File: config.mk
export PLATFORM = sky130hd
export DESIGN_NAME = mem_arbiter
export DESIGN_NICKNAME = d
export VERILOG_FILES = /design/src/rtl/mem_arbiter.sv
export SDC_FILE = /design/constraint.sdc
export NUM_CORES = 1
export LEC_CHECK = 0
export CAP_MARGIN = 20
export CORE_ASPECT_RATIO = 0.75
export CORE_MARGIN = 1.5
export CORE_UTILIZATION = 42
export CTS_CLUSTER_DIAMETER = 120
export DETAILED_ROUTE_END_ITERATION = 8
export HOLD_SLACK_MARGIN = 0.02
export PLACE_DENSITY = 0.9
export SYNTH_ARGS = -nofsm -noshare
export SYNTH_HDL_FRONTEND = slang
export SYNTH_SLANG_ARGS = --single-unit
File: constraint.sdc
create_clock -name clk -period 4.9 [get_ports clk]
set_input_delay 0.49 -clock clk [delete_from_list [all_inputs] [get_ports clk]]
set_output_delay 0.49 -clock clk [all_outputs]
set_load 0.05 [all_outputs]
File: src/rtl/mem_arbiter.sv
// Arbiter/sequencer for the shared single-ported memory (fetch reads vs Exe/Mem loads/stores).
// Define MEMARB_FAIR_EN to bound how long fetch can be starved by back-to-back data grants.
module mem_arbiter #(
  parameter int unsigned AW          = 32,
  parameter int unsigned DW          = 32,
  parameter int unsigned WAIT_CYCLES = 1,
  parameter int unsigned FAIR_LIMIT  = 4
) (
  input  logic          clk,
  input  logic          rst,
  input  logic          i_req,
  input  logic [AW-1:0] i_addr,
  output logic          i_ack,
  output logic [DW-1:0] i_rdata,
  input  logic          d_req,
  input  logic          d_we,
  input  logic [AW-1:0] d_addr,
  input  logic [DW-1:0] d_wdata,
  output logic          d_ack,
  output logic [DW-1:0] d_rdata,
  output logic          mem_en,
  output logic          mem_we,
  output logic [AW-1:0] mem_addr,
  output logic [DW-1:0] mem_wdata,
  input  logic [DW-1:0] mem_rdata,
  output logic          stall_F,
  output logic          stall_M
);

  localparam int unsigned CW = (WAIT_CYCLES > 0) ? $clog2(WAIT_CYCLES + 1) : 1;

  typedef enum logic [1:0] {StIdle, StAccess, StDone} state_e;

  state_e        state;
  logic [CW-1:0] cnt;
  logic          owner_data;
  logic          pick_data;

  assign stall_F = i_req & ~i_ack;
  assign stall_M = d_req & ~d_ack;

`ifdef MEMARB_FAIR_EN
  localparam int unsigned FW = $clog2(FAIR_LIMIT + 2);

  logic [FW-1:0] fair_cnt;

  // Once enough data grants have gone by while fetch waited, fetch wins the next arbitration.
  assign pick_data = d_req & ~(i_req & (fair_cnt >= FW'(FAIR_LIMIT)));

  always_ff @(posedge clk or posedge rst) begin
    if (rst) begin
      fair_cnt <= '0;
    end else if (state == StIdle && (i_req || d_req)) begin
      if (pick_data && i_req) begin
        fair_cnt <= fair_cnt + FW'(1);
      end else begin
        fair_cnt <= '0;
      end
    end
  end
`else
  assign pick_data = d_req;
`endif

  always_ff @(posedge clk or posedge rst) begin
    if (rst) begin
      state      <= StIdle;
      cnt        <= '0;
      owner_data <= 1'b0;
      i_ack      <= 1'b0;
      d_ack      <= 1'b0;
      i_rdata    <= '0;
      d_rdata    <= '0;
      mem_en     <= 1'b0;
      mem_we     <= 1'b0;
      mem_addr   <= '0;
      mem_wdata  <= '0;
    end else begin
      i_ack <= 1'b0;
      d_ack <= 1'b0;
      unique case (state)
        StIdle: begin
          if (i_req || d_req) begin
            state      <= StAccess;
            cnt        <= CW'(WAIT_CYCLES);
            owner_data <= pick_data;
            mem_en     <= 1'b1;
            mem_we     <= pick_data & d_we;
            mem_addr   <= pick_data ? d_addr : i_addr;
            mem_wdata  <= pick_data ? d_wdata : '0;
          end
        end
        StAccess: begin
          if (cnt == '0) begin
            state     <= StDone;
            mem_en    <= 1'b0;
            mem_we    <= 1'b0;
            mem_addr  <= '0;
            mem_wdata <= '0;
            if (!mem_we) begin
              if (owner_data) begin
                d_rdata <= mem_rdata;
              end else begin
                i_rdata <= mem_rdata;
              end
            end
            if (owner_data) begin
              d_ack <= 1'b1;
            end else begin
              i_ack <= 1'b1;
            end
          end else begin
            cnt <= cnt - CW'(1);
          end
        end
        StDone: begin
          state <= StIdle;
        end
        default: begin
          state <= StIdle;
        end
      endcase
    end
  end

endmodule

==> results of run 1 <==
[synth_stat cells]
| cell type | number |
|---|---|
| nor4_1 | 32 |
| mux2i_1 | 32 |
| nand2b_4 | 1 |
| clkbuf_1 | 20 |
| nor3_1 | 2 |
| nor3_4 | 1 |
| and4_1 | 33 |
| nor2_1 | 4 |
| o21a_1 | 1 |
| nor2b_1 | 3 |
| buf_4 | 9 |
| mux2_2 | 61 |
| and2_1 | 1 |
| nor4b_4 | 1 |
| mux2_1 | 3 |
| inv_1 | 1 |
| a2bb2oi_1 | 1 |
| a22o_1 | 1 |
| a21o_1 | 65 |
| a21oi_2 | 1 |
| nand2b_1 | 1 |
| buf_2 | 7 |
| nand2_1 | 1 |
| nor4_4 | 1 |
| buf_6 | 4 |
| o21ai_0 | 1 |
| dfrtp_1 | 136 |
[path summary, 6_finish.rpt]
check / slack, ns / startpoint / cells after the start / end
min in group asynchronous: 0.52 / rst / 2 / d_rdata[18]
max in group asynchronous: 3.35 / rst / 3 / mem_wdata[31]
worst max-delay path: 2.37 / i_req / 3 / stall_F
worst min register to register: 0.48 / mem_addr[24] / 1 / mem_addr[24]
worst max register to register: 2.48 / state[0] / 5 / d_rdata[26]
worst min-delay path: 0.48 / mem_addr[24] / 1 / mem_addr[24]
[final cells by class]
| cell class | instances | area [µm²] | share of cell area, % |
|---|---|---|---|
| multi-input combinational | 247 | 2190 | 24.0 |
| sequential | 136 | 3400 | 37.2 |
| tap | 175 | 219 | 2.39 |
| clock inverter | 14 | 151 | 1.65 |
| clock buffer | 18 | 439 | 4.80 |
| timing repair buffer | 276 | 2740 | 29.9 |
| inverter | 1 | 6.26 | 0.0683 |
[cell families after synthesis]
logic type | count (synthesis) | share of synthesized area [%]
AOI/OAI and AO/OA | 70 | 9.05
muxes | 96 | 17.9
and+or+nand+nor | 81 | 10.7
DFF | 136 | 58.5
buffers and inverters | 41 | 3.89
[power breakdown]
group | switching [mW] | total (mW) | leakage [nW] | internal, mW
sequential | 0.345 | 2.02 | 1.69 | 1.68
combinational | 2.85 | 4.44 | 2.32 | 1.59
clock | 0.536 | 1.27 | 0.286 | 0.735
[registers in the layout, indices dropped and copies added (netlist names)]
register	cells
cnt	1
i_ack	1
i_rdata	32
owner_data	1
mem_addr	32
state	2
mem_en	1
mem_we	1
mem_wdata	32
d_rdata	32
d_ack	1
[per-layer routing]
metal,part of all wire [%],track usage [%],wire [µm],up-vias
met5,0,0,0,-
met4,2.0,7.37,335,0
met3,7.2,7.15,1190,31
met2,50,38.1,8200,193
met1,41,27.8,6800,2299
li1,-,-,-,2091
[per-stage QoR]
| stage | hold WS (ns) | instance area [µm²] | std cells |
|---|---|---|---|
| global placement | 0.458 | 8550 | 834 |
| CTS | 0.479 | 9140 | 866 |
| global route | 0.490 | 9150 | 867 |
| floorplan | 0.521 | 5820 | 424 |
| finish | 0.477 | 9150 | 867 |
| detailed placement | 0.465 | 8550 | 834 |
==> metrics, run 1 <==
drc violations=0; Hold-fix buffers, CTS=0; number of global-route vias before repair=4853; Synthesized Nets=557; Antenna Cells=0; initial core utilization=42.8%; Fin. Hold Viols=0; Max Cap Viol=0; largest net degree at the start of global routing=69; power density over cell area=845 nW/µm²; Crit path required time=4.41 ns; Final Util=67.3%; final setup TNS=0 ns; maximum clock rate=395 MHz; I/O Buffers=266; status=finished clean; CP Cell Sequence=clkdlybuf4s50_1 > nor2b_1 > clkdlybuf4s50_1; die height=105 µm; Crit path max-delay family=buffers and inverters; DR vias=4614; cts repair resizes=0; first-pass GRT wire length=26000 µm; Final GP Congestion=0.807; Die Wd=139 µm; VDD IR max=0.542 mV; Syn Inst Count=424; initial antenna violation count=0; sequential element share of the synthesized area=58.5%; antenna viol nets, final=0; total CTS buffers=17; total power=7.73 mW; Critical Path AT=2.04 ns; crit-path most repeated cell=clkdlybuf4s50_1; post-layout min period=2.53 ns; cell taking the most area after synthesis=dfrtp_1; RSZ-0062 raised after global routing=no; dpl ws=2.36 ns; LEAKAGE=4.30 nW; CP max stage cell=clkdlybuf4s50_1; Setup crit start kind=primary input; Setup Viol. Count Final=0; Synth-to-Final Area Change=57.2%; Area contributors post-synth=dfrtp_1, mux2_2, a21o_1; number of core rows=37; H-tree depth=4; hold crit path type=flip-flop to flip-flop; Clock Path Buffers=2; fin crit share=51.7%; WS Path Type=primary input to output port; clk root buf=clkbuf_16; Netlist cell types=27; TritonCTS clock tree=done; Final WS setup=2.37 ns; post-CTS setup buffer count=0; clock slew at reported path FFs=0.06 ns; commonest non-fill, non-tap cell in the layout=clkdlybuf4s50_1; full die area=14600 µm²; Skew-Pair Late Insertion Delay=0.41 ns; GRT Total Usage=22.7%; final wirelength=16500 µm; most frequent cells in the layout=clkdlybuf4s50_1, dfrtp_1, a21o_1, mux2_2, and4_1; synthesized area=5820 µm²; Slew Viols, Final=0; filler cell count=938; vias per inst=5.32; slowest cell delay on critical path=0.81 ns; Initial DRT Pass Iterations=6; WP buf/inv=2; Clock Sinks=136; routed len/inst=19.1 µm; fin nets=812; # IOs=267; Synth warnings=0; Yosys reg bits=136; Post-DP HPWL=11700 µm; Slew headroom=43.3%; ratio of cells with drive above 1 in the final layout=16.0%; pin slew with the least headroom to its limit=0.850 ns; Avg Inst Size Synth=13.7 µm²; Crit Path Max Fanout=4; Fin Clk Skew=0.0113 ns; initial drt markers=185; core area=13600 µm²; CP Capture Type=output port; Synth top area share=58.5%; GRT overflow=0
(Power assumes the default switching activity.)
==> run 2, diff against run 1 <==
==> constraint.sdc (replaced) <==
create_clock -name clk -period 2.4 [get_ports clk]
set_input_delay 0.24 -clock clk [delete_from_list [all_inputs] [get_ports clk]]
set_output_delay 0.24 -clock clk [all_outputs]
set_load 0.05 [all_outputs]
==> run 2 against run 1 <==
Worst hold slack worse by 0.28 ns. Clock-buffer cell count unchanged. Critical path depth unchanged. Critical endpoint unchanged. Largest cell class unchanged.
==> metrics, run 2 (synthesis gave the netlist of run 1 again) <==
Final GP Congestion=0.785 (-2.8%); Post-Layout Cell Count=869 (+0.23%); total CTS buffers=17 (unchanged); H-tree depth=4 (unchanged); Slew Viols, Final=0 (unchanged); # IOs=267 (unchanged); first-pass GRT wire length=26600 µm (+2.1%); Hold-fix buffers, CTS=0 (unchanged); Pint=8.37 mW (+110%); pin slew with the least headroom to its limit=0.553 ns (-0.298 ns); Gate power share=57.1% (-0.3 points); placed cells=837 (+0.36%); Setup crit start kind=primary input; initial antenna violation count=0 (unchanged); Clk pwr share=17.1% (+0.7 points); Setup Viol. Count Final=0 (unchanged); WS Path Type=primary input to output port; die height=105 µm (unchanged); LEAKAGE=4.33 nW (+0.60%); status=finished clean; Fin Clk Skew=0.0164 ns (+0.00514 ns); final setup TNS=0 ns (unchanged); CP Capture Type=output port; I/O Buffers=266 (unchanged); Crit Path Max Fanout=4 (unchanged); Antenna Cells=0 (unchanged); drc violations=0 (unchanged); GRT Total Usage=23.0% (+0.34 points); largest net degree at the start of global routing=71 (+2.9%); routed len/inst=19.5 µm (+2.2%); VDD IR max=0.991 mV (+83%); post-layout min period=2.06 ns; Clock Path Buffers=2 (unchanged); core area=13600 µm² (unchanged); number of global-route vias before repair=4980 (+2.6%); most frequent cells in the layout=clkdlybuf4s50_1, dfrtp_1, a21o_1, mux2_2, and4_1; Psw=7.62 mW (+100%); final wirelength=16900 µm (+2.4%); Crit path required time=2.16 ns (-2.25 ns); GRT overflow=0 (unchanged); cts repair resizes=0 (unchanged); Critical Path AT=1.82 ns (-0.22 ns); Sw Share=47.6% (-0.59 points); Clock Sinks=136 (unchanged); post-CTS setup buffer count=0 (unchanged); Fin. Hold Viols=0 (unchanged); Post-DP HPWL=11800 µm (+1.1%); number of core rows=37 (unchanged); fin nets=814 (+0.25%); Slew headroom=63.0% (+20 points); Skew-Pair Late Insertion Delay=0.41 ns (about the same); antenna viol nets, final=0 (unchanged); commonest non-fill, non-tap cell in the layout=clkdlybuf4s50_1; clk root buf=clkbuf_16; Max Cap Viol=0 (unchanged); Seq pwr share=25.9% (-0.3 points); clock slew at reported path FFs=0.06 ns (about the same); Die Wd=139 µm (unchanged); fin crit share=85.9%; full die area=14600 µm² (unchanged); TritonCTS clock tree=done; maximum clock rate=485 MHz; RSZ-0062 raised after global routing=no; initial core utilization=42.8% (unchanged); DR vias=4672 (+1.3%); hold crit path type=primary input to asynchronous set/reset pin; initial drt markers=199 (+7.6%); ratio of cells with drive above 1 in the final layout=16.1% (+0.098 points); power density over cell area=1730 nW/µm² (+110%); vias per inst=5.38 (+1.0%); Synth-to-Final Area Change=58.5%; Initial DRT Pass Iterations=5 (-1)
-- run 2: cell count changes in the layout (fill, tap and decap cells not counted) --
cell	previous run	this run
bufinv_16	1	3
buf_8	1	0
inv_8	4	2
clkbuf_8	1	0
buf_12	0	3
inv_4	1	0
clkinvlp_4	2	3
inv_6	5	4
clkinv_4	2	3
clkbuf_1	0	1
-- run 2: final timing paths --
check,from,endpoint,slack [ns],cells past startpoint
min reg2reg,mem_addr[17],mem_addr[17],0.47,1
max reg2reg,cnt,i_rdata[8],0.58,3
min,rst,d_rdata[19],0.20,2
min in group clk,mem_rdata[27],d_rdata[27],0.47,2
max in group asynchronous,rst,mem_wdata[19],1.51,3
max,i_req,stall_F,0.34,3
-- run 2: cell type report --
type,instances,area [µm²]
fill,938,4380
sequential,136,3400
timing repair buffer,278,2790
multi-input combinational,247,2190
clock buffer,18,429
tap,175,219
clock inverter,14,189
inverter,1,7.51
-- run 2: through the flow --
step           instance area (µm²)  power (mW)  hold WS (ns)  worst slack, ns  utilization [%]
6_report                      9230        16.0         0.197            0.339             67.8
3_5_place_dp                  8610        13.3         0.465            0.362             63.3
3_3_place_gp                  8610        13.0         0.458            0.368             63.3
2_1_floorplan                 5830        10.2         0.375            0.467                -
4_1_cts                       9230        16.1         0.188            0.339             67.8
5_1_grt                       9230        16.6         0.216            0.293             67.8
-- run 2: worst max-delay path, stage by stage --
cell and delay (ns):
clkdlybuf4s50_1 0.59, nor2b_1 0.17, clkdlybuf4s50_1 0.81
-- run 2: metal layers --
| layer | part of all wire (%) | track usage [%] | wire (µm) | up-vias |
|---|---|---|---|---|
| met5 | 0 | 0 | 0 | - |
| met4 | 2.0 | 8.33 | 346 | 0 |
| met3 | 5.2 | 6.10 | 883 | 31 |
| met2 | 50 | 39.3 | 8540 | 170 |
| met1 | 42 | 28.1 | 7150 | 2377 |
| li1 | - | - | - | 2094 |
-- run 2: power by group through the flow --
stage               clock [mW]  combinational (mW)  sequential (mW)
floorplan                    0                2.34             7.84
global placement             0                8.94             4.06
detailed placement           0                9.13             4.15
CTS                       2.78                9.16             4.14
global route              2.87                9.43             4.27
finish                    2.73                9.12             4.14
